--- config.mk ---
export PLATFORM = sky130hd
export DESIGN_NAME = multicycle_ctrl
export DESIGN_NICKNAME = d
export VERILOG_FILES = /design/src/rtl/multicycle_ctrl.sv
export SDC_FILE = /design/constraint.sdc
export NUM_CORES = 1
export LEC_CHECK = 0
export CAP_MARGIN = 20
export CORE_AREA = 2 2 39 41
export CTS_CLUSTER_SIZE = 25
export DETAILED_ROUTE_END_ITERATION = 8
export DIE_AREA = 0 0 41 43
export GPL_TIMING_DRIVEN = 0
export PLACE_DENSITY = 0.89
export SYNTH_ARGS = -nofsm -noshare
export SYNTH_HDL_FRONTEND = slang
export SYNTH_SLANG_ARGS = --single-unit
export TNS_END_PERCENT = 1
--- constraint.sdc ---
create_clock -name clk -period 2.8 [get_ports clk]
set_clock_uncertainty 0.1 [all_clocks]
set_input_delay 0.28 -clock clk [delete_from_list [all_inputs] [get_ports clk]]
set_output_delay 0.28 -clock clk [all_outputs]
set_load 0.005 [all_outputs]
--- src/rtl/multicycle_ctrl.sv ---
// -----------------------------------------------------------------------------
// multicycle_ctrl
//
// Multicycle control unit for the 16-bit datapath. Each instruction goes
// through FETCH -> DECODE -> EXEC -> MEM -> WB. Only the states an opcode
// needs are visited. All strobes are decoded combinationally from the state
// register, the latched opcode (op_q), alu_zero and mem_ready.
//
// Optional feature: define INSTR_COUNT_EN to add a 16-bit retired-instruction
// counter on port instr_count. The counter wraps from 0xFFFF to 0x0000.
//
// Ports:
//   clk          in   system clock, rising edge
//   rst          in   asynchronous, active-high reset
//   ir_op[3:0]   in   opcode from IR[15:12], valid from DECODE onward
//   alu_zero     in   ALU zero flag, sampled in EXEC (BEQ)
//   mem_ready    in   memory completes the current access this cycle
//   pc_we        out  PC write enable
//   pc_src[1:0]  out  00 = PC+1, 01 = PC+imm, 10 = imm (jump)
//   ir_we        out  IR load
//   imm_en       out  ImmGen output valid/selected
//   alu_src_imm  out  ALU B operand: 1 = ImmGen, 0 = rs2
//   alu_op[2:0]  out  000 ADD, 001 SUB, 010 AND, 011 OR
//   mem_req      out  memory access request
//   mem_we       out  memory write (only with mem_req)
//   reg_we       out  register-file write
//   wb_sel       out  0 = ALU result, 1 = memory data
//   halted       out  in HALT state
//   instr_count  out  retired-instruction count (INSTR_COUNT_EN only)
// -----------------------------------------------------------------------------
module multicycle_ctrl (
    input  logic        clk,
    input  logic        rst,
    input  logic [3:0]  ir_op,
    input  logic        alu_zero,
    input  logic        mem_ready,
    output logic        pc_we,
    output logic [1:0]  pc_src,
    output logic        ir_we,
    output logic        imm_en,
    output logic        alu_src_imm,
    output logic [2:0]  alu_op,
    output logic        mem_req,
    output logic        mem_we,
    output logic        reg_we,
    output logic        wb_sel,
    output logic        halted
`ifdef INSTR_COUNT_EN
    ,
    output logic [15:0] instr_count
`endif
);

    typedef enum logic [2:0] {
        S_IDLE,
        S_FETCH,
        S_DECODE,
        S_EXEC,
        S_MEM,
        S_WB,
        S_HALT
    } state_t;

    localparam logic [3:0] OP_ADD  = 4'h0;
    localparam logic [3:0] OP_SUB  = 4'h1;
    localparam logic [3:0] OP_AND  = 4'h2;
    localparam logic [3:0] OP_OR   = 4'h3;
    localparam logic [3:0] OP_ADDI = 4'h4;
    localparam logic [3:0] OP_LW   = 4'h5;
    localparam logic [3:0] OP_SW   = 4'h6;
    localparam logic [3:0] OP_BEQ  = 4'h7;
    localparam logic [3:0] OP_JMP  = 4'h8;
    localparam logic [3:0] OP_HALT = 4'hF;

    localparam logic [1:0] PC_INC = 2'b00;
    localparam logic [1:0] PC_REL = 2'b01;
    localparam logic [1:0] PC_ABS = 2'b10;

    localparam logic [2:0] ALU_ADD = 3'b000;
    localparam logic [2:0] ALU_SUB = 3'b001;

    // Opcodes 0x9..0xE have no meaning and retire as a NOP straight from DECODE.
    function automatic logic is_defined(input logic [3:0] op);
        return (op <= OP_JMP) || (op == OP_HALT);
    endfunction

    state_t     state_q, state_d;
    logic [3:0] op_q, op_d;

    // NOTE: non-blocking assignments so every flop updates from pre-edge values.
    always_ff @(posedge clk or posedge rst) begin
        if (rst) begin
            state_q <= S_IDLE;
            op_q    <= 4'h0;
        end else begin
            state_q <= state_d;
            op_q    <= op_d;
        end
    end

    // NOTE: every next-state and output gets a default first, so no path infers a latch.
    always_comb begin
        state_d     = state_q;
        op_d        = op_q;
        pc_we       = 1'b0;
        pc_src      = PC_INC;
        ir_we       = 1'b0;
        imm_en      = 1'b0;
        alu_src_imm = 1'b0;
        alu_op      = ALU_ADD;
        mem_req     = 1'b0;
        mem_we      = 1'b0;
        reg_we      = 1'b0;
        wb_sel      = 1'b0;
        halted      = 1'b0;

        case (state_q)
            S_IDLE: begin
                state_d = S_FETCH;
            end

            S_FETCH: begin
                // The request stays up through wait cycles. IR and PC load only on the completing cycle.
                mem_req = 1'b1;
                if (mem_ready) begin
                    ir_we   = 1'b1;
                    pc_we   = 1'b1;
                    pc_src  = PC_INC;
                    state_d = S_DECODE;
                end
            end

            S_DECODE: begin
                // op_q is not valid until the next cycle, so the branch uses ir_op directly.
                op_d = ir_op;
                if (!is_defined(ir_op)) begin
                    state_d = S_FETCH;
                end else if (ir_op == OP_HALT) begin
                    state_d = S_HALT;
                end else begin
                    state_d = S_EXEC;
                end
            end

            S_EXEC: begin
                case (op_q)
                    OP_ADD, OP_SUB, OP_AND, OP_OR: begin
                        alu_op      = {1'b0, op_q[1:0]};
                        alu_src_imm = 1'b0;
                        state_d     = S_WB;
                    end
                    OP_ADDI, OP_LW, OP_SW: begin
                        imm_en      = 1'b1;
                        alu_src_imm = 1'b1;
                        alu_op      = ALU_ADD;
                        state_d     = (op_q == OP_ADDI) ? S_WB : S_MEM;
                    end
                    OP_BEQ: begin
                        // The ALU compares rs1 and rs2 by subtraction. ImmGen supplies the branch offset.
                        alu_op  = ALU_SUB;
                        imm_en  = 1'b1;
                        pc_src  = PC_REL;
                        pc_we   = alu_zero;
                        state_d = S_FETCH;
                    end
                    OP_JMP: begin
                        imm_en  = 1'b1;
                        pc_src  = PC_ABS;
                        pc_we   = 1'b1;
                        state_d = S_FETCH;
                    end
                    default: begin
                        state_d = S_FETCH;
                    end
                endcase
            end

            S_MEM: begin
                mem_req = 1'b1;
                mem_we  = (op_q == OP_SW);
                if (mem_ready) begin
                    state_d = (op_q == OP_LW) ? S_WB : S_FETCH;
                end
            end

            S_WB: begin
                reg_we  = 1'b1;
                wb_sel  = (op_q == OP_LW);
                state_d = S_FETCH;
            end

            S_HALT: begin
                // Only rst leaves this state.
                halted = 1'b1;
            end

            default: begin
                state_d = S_IDLE;
            end
        endcase
    end

`ifdef INSTR_COUNT_EN
    logic [15:0] instr_count_q, instr_count_d;
    logic        retire;

    // retire is high on the last cycle of each completed instruction. HALT never retires.
    always_comb begin
        retire = 1'b0;
        case (state_q)
            S_DECODE: retire = !is_defined(ir_op);
            S_EXEC:   retire = (op_q == OP_BEQ) || (op_q == OP_JMP);
            S_MEM:    retire = (op_q == OP_SW) && mem_ready;
            S_WB:     retire = 1'b1;
            default:  retire = 1'b0;
        endcase
        instr_count_d = instr_count_q + {15'd0, retire};
    end

    always_ff @(posedge clk or posedge rst) begin
        if (rst) begin
            instr_count_q <= 16'h0000;
        end else begin
            instr_count_q <= instr_count_d;
        end
    end

    assign instr_count = instr_count_q;
`endif

endmodule

# Word-level counts from Yosys, hierarchy flattened
# Index checks and enable logic that the tools add are counted.
# op_classes
magnitude_cmp	1
n_eq_ne	17
mux	25
n_bitwise	1
reduce_logical	9
# op_table
op	count
3-bit case mux with 6 select lines	1
4-bit by 3-bit equality test with 1-bit output, second input constant	4
3-bit 2-to-1 mux	5
1-bit 2-to-1 mux	12
3-bit equality test, second input constant	3
4-bit by 2-bit equality test with 1-bit output, second input constant	2
4-bit equality test, second input constant	2
2-bit case mux with 2 select lines	2
3-bit by 2-bit equality test with 1-bit output, second input constant	2
3-bit case mux with 2 select lines	1
5-bit OR reduction	1
4-bit by 1-bit equality test with 1-bit output, second input constant	1
4-bit less-or-equal comparator, second input constant	1
4-bit logical NOT	1
2-bit 2-to-1 mux	2
2-bit inequality test, second input constant	2
1-bit case mux with 2 select lines	2
2-bit OR reduction	2
4-bit OR reduction	1
3-bit by 1-bit equality test with 1-bit output, second input constant	1
3-bit logical NOT	1
3-bit AND reduction	1
3-bit OR reduction	1
1-bit logical OR	1
1-bit NOT	1
# totals
reg_bits	7
inputBits	8
output_inout_bits	14
elab_cells	55

# Longest topological paths before layout
# Gate-level depths: netlist of run 1.
# logic_depth
depth_word	4
depth_mapped	6
mapped_depth_nobuf	4

# Least setup slack after synthesis of run 1
# OpenSTA, ideal clock, no wires.
# synth_timing
kind	reg-to-output
startpoint	reg state_q[2]
endpoint	out pc_we
arrival_time_ps	1316
t_required_ps	2420
slack_ps	1104
stages_incl_launch_ff	4
path_cell_list	dfrtp_1 nand4bb_1 or4b_1 a31oi_1
# synth_via
elab_chain_cells	2
elab_cells_between_ends	3
classes_between	2 x eq/ne; 1 x mux
# synth_lines
element	line	text
start: declaration	87	state_t state_q, state_d;
start signal: assignment	96	state_q <= state_d;
3-bit by 2-bit equality test with 1-bit output / 3-bit by 1-bit equality test with 1-bit output (equally long branches)	117	case (state_q)
1-bit case mux with 2 select lines (*)	117	
end: declaration	37	output logic pc_we,
# Mark *: on every way between the ends. The rest lies on a longest branch, timed or not.

# Final worst setup path of run 1
# Same ends and word-level chain as after synthesis.

==> impl_metrics.env, run 1 <==
export IMPL_status="finished clean"
export IMPL_cp_slowest_cell="or4b_1"
export IMPL_cts_tree="yes"
export IMPL_synth_seq_cells=7
export IMPL_synth_fp_nets=69
export IMPL_fin_ws_ns=0.247
export IMPL_first_pass_iters=2
export IMPL_pwr_density_cell_mw_per_mm2=859
export IMPL_synthTopCellsByArea="dfrtp_1 31%, buf_6 3.9%, mux2_1 3.9%, mux2_2 3.9%, nor2_1 3.9%"
export IMPL_maxCapViolCount=0
export IMPL_die_area_sq_mm=0.00176
export IMPL_insertion_delay_ns=0.26
export IMPL_antenna_found_initial=0
export IMPL_yosysMostFrequentCell="dfrtp_1"
export IMPL_synth_enable_flop_cells=0
export IMPL_synthArstFlopShare_pct=100
export IMPL_fin_nets=94
export IMPL_final_hold_viol_count=0
export IMPL_yosysSeqAreaShare_pct=30.6
export IMPL_path_max_fanout=8
export IMPL_hp_class="input port to async pin"
export IMPL_rsz0062_at_grt="false"
export IMPL_synth_cell_type_count=35
export IMPL_required_ns=2.42
export IMPL_fill_cells=119
export IMPL_setup_tns_ns=0
export IMPL_finish_utilization_pct=59.2
export IMPL_crit_path_cell_trace="nand4bb_1, or4b_1, a31oi_1, clkdlybuf4s50_1"
export IMPL_synth_ff_type="dfrtp_1"
export IMPL_worstSetupStartpoint="state_q[2]$_DFFE_PP0P_"
export IMPL_grt_max_degree=11
export IMPL_ios=22
export IMPL_setup_viol=0
export IMPL_seqCellArea_sq_um=175
export IMPL_grt_pass1_vias=524
export IMPL_yosysTopAreaCellShare_pct=30.6
export IMPL_endpoint="pc_we"
export IMPL_vias=544
export IMPL_wire_per_inst_microns=12.9
export IMPL_drt_iter0_drc=2
export IMPL_grt_pass1_wl_microns=2150
export IMPL_period_needed_ns=2.55
export IMPL_cts_max_level=1
export IMPL_vias_per_cell=5.39
export IMPL_area_delta_synth_final_pct=43.0
export IMPL_drv_slew=0
export IMPL_cp_start_kind="flip-flop"
export IMPL_avgSynthCellArea_sq_um=9.39
export IMPL_vdd_drop_max_uv=398
export IMPL_leakage_nw=0.319
export IMPL_cts_path_max_buffers=2
export IMPL_initial_utilization_pct=41.4
export IMPL_stdcell_count=101
export IMPL_worst_path_stages=4
export IMPL_yosys_area_top_type="dfrtp_1"
export IMPL_post_route_period_util_pct=91.2
export IMPL_place_area_sq_um=793
export IMPL_core_sq_mm=0.00138
export IMPL_multi_input_area_sq_um=348
export IMPL_rr_startpoint="state_q[1]$_DFFE_PP0P_"
export IMPL_critPathKind="flip-flop to primary output"
export IMPL_cts_resized=0
export IMPL_antennaDiodeCount=0
export IMPL_crit_family="simple AND/OR/NAND/NOR gates"
export IMPL_dpl_cell_count=97
export IMPL_cts_sinks=7
export IMPL_netlist_instances=61
export IMPL_wirelength_microns=1300
export IMPL_slowest_delay_ns=0.53
export IMPL_postCtsSetupBuffers=0
export IMPL_gp_congestion=0.851
export IMPL_die_y_microns=43
export IMPL_grt_usage_pct=18.0
export IMPL_pre_cts_slack_ns=0.520
export IMPL_endpoint_kind="primary output"
export IMPL_cp_data_arrival_time_ns=2.17
export IMPL_path_buf_inv=1
export IMPL_max_freq_mhz=392
export IMPL_num_rows=14
export IMPL_regToRegSetupSlack_ns=1.14
export IMPL_drc=0
export IMPL_grt_overflow=0
export IMPL_clk_pin_slew_ns=0.05
export IMPL_yosys_top_cells_count="7 x dfrtp_1, 6 x nor2_1, 4 x inv_1, 4 x nand2_1, 3 x nor3_1"
export IMPL_hpwlAfterDp_microns=1050
export IMPL_cts_root_buf="clkbuf_4"
export IMPL_r2r_end="state_q[2]$_DFFE_PP0P_"
export IMPL_numCtsBuffers=3
export IMPL_numPortBuffers=20
export IMPL_yosysWarnings=0
export IMPL_synth_area_sq_um=573
export IMPL_finish_instance_area_sq_um=820
export IMPL_detail_route_antenna_nets=0
export IMPL_die_w_microns=41
export IMPL_drive_gt1_share_pct=18.8
export IMPL_hold_buffers=0
export IMPL_reg2regPathDepth=5
how the worst min path moves through the flow:
stage                     startpoint                endpoint  slack, ns  cells after the start
final                            rst  state_q[1]$_DFFE_PP0P_       0.15                      2
after global placement           rst  state_q[2]$_DFFE_PP0P_       0.42                      2
after detailed placement         rst     op_q[2]$_DFFE_PP0P_       0.43                      2
after CTS                        rst     op_q[2]$_DFFE_PP0P_       0.15                      2
after floorplan                  rst     op_q[0]$_DFFE_PP0P_      -0.02                      1
after global routing             rst  state_q[0]$_DFFE_PP0P_       0.18                      2
power breakdown:
part	switching, mW	internal, mW	total, mW
logic	0.165	0.225	0.390
clock network	0.0386	0.0545	0.0930
registers	0.0715	0.149	0.221
total	0.275	0.429	0.704
placed cells by master, fill, tap and decap left out, types with 2 or more instances in the layout:
| cell type | n |
|---|---|
| mux2_1 | 2 |
| buf_6 | 2 |
| clkbuf_4 | 3 |
| inv_1 | 4 |
| dfrtp_1 | 7 |
| o21ai_0 | 2 |
| nand2_1 | 4 |
| nand2b_1 | 2 |
| mux2_2 | 2 |
| clkdlybuf4s50_1 | 20 |
| o22ai_1 | 2 |
| nor3_2 | 2 |
| nor3_1 | 3 |
| nor2_1 | 6 |
per-stage QoR:
step	total power [mW]	hold WS, ns
finish	0.704	0.152
global route	0.763	0.177
CTS	0.707	0.153
detailed placement	0.610	0.430
global placement	0.598	0.420
floorplan	0.462	-0.0166
cell type report:
cell class,count,area share (%)
Clock buffer,4,3.21
Sequential cell,7,21.4
Timing Repair Buffer,20,24.4
Tap cell,16,2.44
Inverter,4,1.83
Buffer,4,4.27
Multi-Input combinational cell,46,42.4
sequential cells by signal, indices dropped and copies added (netlist names):
signal / cells
state_q: 3
op_q: 4
logic make-up after synthesis:
logic type	share of synthesized area, %
AO/OA/AOI/OAI	14.8
other	0.654
multiplexers	7.86
AND/OR/NAND/NOR	35.8
buffers and inverters	8.73
XOR/XNOR	1.53
flip-flops	30.6
metal layers:
layer,GRT usage [%],vias to the layer above,wire length (microns)
met5,0,-,0
met4,11.3,0,29
met2,26.6,15,682
met1,22.7,251,532
met3,3.66,4,59
li1,-,274,-
Note: power is estimated with default switching activity, not from simulation.
==> run 2: changes to the inputs <==
--- a/config.mk
+++ b/config.mk
@@ -6,12 +6,12 @@
 export NUM_CORES = 1
 export LEC_CHECK = 0
 export CAP_MARGIN = 20
-export CORE_AREA = 2 2 39 41
+export CORE_MARGIN = 1.5
+export CORE_UTILIZATION = 38
 export CTS_CLUSTER_SIZE = 25
 export DETAILED_ROUTE_END_ITERATION = 8
-export DIE_AREA = 0 0 41 43
 export GPL_TIMING_DRIVEN = 0
-export PLACE_DENSITY = 0.89
+export PLACE_DENSITY = 0.84
 export SYNTH_ARGS = -nofsm -noshare
 export SYNTH_HDL_FRONTEND = slang
 export SYNTH_SLANG_ARGS = --single-unit
==> constraint.sdc (replaced) <==
create_clock -name clk -period 2.1 [get_ports clk]
set_clock_uncertainty 0.1 [all_clocks]
set_input_delay 0.21 -clock clk [delete_from_list [all_inputs] [get_ports clk]]
set_output_delay 0.21 -clock clk [all_outputs]
set_load 0.005 [all_outputs]
==> run 2 against run 1 <==
The run now ends with setup timing left. Routed wire length is 5.3% higher. Non-clock buffer count is 3 higher. Highest routed layer unchanged. Largest power group unchanged. Critical endpoint is now mem_we. Sequential power is 33% higher. Global-route usage is 0.99 points lower. Register-to-register slack worse by 0.76 ns. Via count is 4.0% higher. Core utilization is 6.7 points higher. Sequential share of layout area is 1.1 points lower. First-iteration DRC count grew to 4.0 times the previous value.
==> impl_metrics.env, run 2 (synthesis results as in run 1) <==
export IMPL_status="finished, violations left"
export IMPL_violations="setup timing"
export IMPL_slowest_delay_ns=0.50
export IMPL_fill_cells=120
export IMPL_cts_tree="yes"
export IMPL_drive_gt1_share_pct=30.7
export IMPL_required_ns=1.79
export IMPL_drc=0
export IMPL_cts_sinks=7
export IMPL_detail_route_antenna_nets=0
export IMPL_die_y_microns=41.8
export IMPL_grt_overflow=0
export IMPL_ios=22
export IMPL_hp_class="input port to async pin"
export IMPL_wirelength_microns=1370
export IMPL_numCtsBuffers=3
export IMPL_cp_data_arrival_time_ns=1.81
export IMPL_first_pass_iters=4
export IMPL_dpl_cell_count=96
export IMPL_vias=566
export IMPL_die_w_microns=41.8
export IMPL_antennaDiodeCount=0
export IMPL_vdd_drop_max_uv=591
export IMPL_drt_iter0_drc=8
export IMPL_numPortBuffers=20
export IMPL_setup_tns_ns=-0.0468
export IMPL_die_area_sq_mm=0.00175
export IMPL_largest_reg_flops=4
export IMPL_vias_per_cell=5.50
export IMPL_grt_max_degree=11
export IMPL_max_freq_mhz=471
export IMPL_largest_register="op_q"
export IMPL_post_route_period_util_pct=101
export IMPL_grt_pass1_vias=494
export IMPL_critPathKind="flip-flop to primary output"
export IMPL_fin_nets=97
export IMPL_regToRegSetupSlack_ns=0.38
export IMPL_grt_pass1_wl_microns=2180
export IMPL_final_hold_viol_count=0
export IMPL_drv_slew=0
export IMPL_endpoint_kind="primary output"
export IMPL_cts_path_max_buffers=2
export IMPL_finish_utilization_pct=65.9
export IMPL_gp_congestion=0.818
export IMPL_cts_max_level=1
export IMPL_cp_start_kind="flip-flop"
export IMPL_stdcell_count=103
export IMPL_crit_path_cell_trace="buf_6, or3b_4, nor2_2, clkdlybuf4s50_1"
export IMPL_grt_usage_pct=17.0
export IMPL_initial_utilization_pct=42.4
export IMPL_clk_pin_slew_ns=0.05
export IMPL_rsz0062_at_grt="true"
export IMPL_top_regs="op_q: 4 flops, state_q: 3 flops"
export IMPL_setup_viol=2
export IMPL_maxCapViolCount=0
export IMPL_cp_slowest_cell="clkdlybuf4s50_1"
export IMPL_pwr_density_cell_mw_per_mm2=1140
export IMPL_most_common_layout_cells="14 x clkdlybuf4s50_1, 5 x nor2_1"
export IMPL_num_rows=13
export IMPL_cts_root_buf="clkbuf_4"
export IMPL_hold_buffers=0
export IMPL_wire_per_inst_microns=13.3
export IMPL_period_needed_ns=2.12
export IMPL_leakage_nw=0.400
export IMPL_core_sq_mm=0.00135
export IMPL_path_max_fanout=10
export IMPL_area_delta_synth_final_pct=55.2
export IMPL_insertion_delay_ns=0.25
export IMPL_fin_ws_ns=-0.0241
export IMPL_final_common_cell="clkdlybuf4s50_1"
export IMPL_hpwlAfterDp_microns=995
export IMPL_antenna_found_initial=0
## run 2: worst max-delay path, delay by kind of cell, from the launching register on
| family | cells | cell delay (ns) |
|---|---|---|
| buffers and inverters | 2 | 0.64 |
| flip-flops | 1 | 0.39 |
| AND/OR/NAND/NOR | 2 | 0.53 |
## run 2: per-layer routing
metal / share of wire (%) / routed length (microns) / GRT usage (%)
met1: 44 / 608 / 21.6
met2: 48 / 662 / 25.0
met3: 4.7 / 65 / 3.04
met4: 2.6 / 36 / 13.5
met5: 0 / 0 / 0
## run 2: report_power, final
group / total [mW] / leakage [nW] / internal (mW) / switching (mW)
sequential: 0.294 / 0.0793 / 0.206 / 0.0878
clock: 0.118 / 0.0150 / 0.0723 / 0.0457
combinational: 0.605 / 0.306 / 0.340 / 0.266
## run 2: layout make-up
type	count	area (sq um)	share of cell area, %
clock buffer	4	26.3	2.95
tap	15	18.8	2.11
timing repair buffer	23	229	25.7
multi-input combinational	46	385	43.3
inverter	4	15.0	1.69
sequential	7	180	20.3
buffer	4	35.0	3.94
## run 2: final timing paths
check,from,endpoint,depth (start not counted)
min in group clk,state_q[0]$_DFFE_PP0P_,state_q[0]$_DFFE_PP0P_,1
setup reg to reg,state_q[2]$_DFFE_PP0P_,state_q[2]$_DFFE_PP0P_,6
max in group asynchronous,rst,op_q[1]$_DFFE_PP0P_,2
hold / removal,rst,state_q[1]$_DFFE_PP0P_,2
hold reg to reg,state_q[0]$_DFFE_PP0P_,state_q[0]$_DFFE_PP0P_,1
setup / recovery,state_q[1]$_DFFE_PP0P_,mem_we,4
## run 2: what timing repair did
| item | CTS | global route |
|---|---|---|
| setup buffers | 2 | 1 |
| resized for setup | 8 | 10 |
| gates cloned | 0 | 0 |
| pin swaps | 1 | 3 |
| setup endpoints to repair | 9 | 8 |
## run 2: per-stage QoR
step | setup WS, ns | power, mW | hold slack [ns] | cell area, sq um
after floorplan | 0.474 | 0.616 | -0.0866 | 573
after global placement | -0.0918 | 0.802 | 0.350 | 792
after detailed placement | -0.0938 | 0.810 | 0.353 | 792
after CTS | -0.156 | 0.966 | 0.0802 | 848
after global routing | -0.0941 | 1.09 | 0.120 | 890
final | -0.0241 | 1.02 | 0.0802 | 890
==> run 3: changes to the inputs <==
--- a/config.mk
+++ b/config.mk
@@ -11,6 +11,7 @@
 export CTS_CLUSTER_SIZE = 25
 export DETAILED_ROUTE_END_ITERATION = 8
 export GPL_TIMING_DRIVEN = 0
+export HOLD_SLACK_MARGIN = 0.03
 export PLACE_DENSITY = 0.84
 export SYNTH_ARGS = -nofsm -noshare
 export SYNTH_HDL_FRONTEND = slang
==> results of run 3 <==
The final DEF is identical to that of run 2; final timing and power are the same.
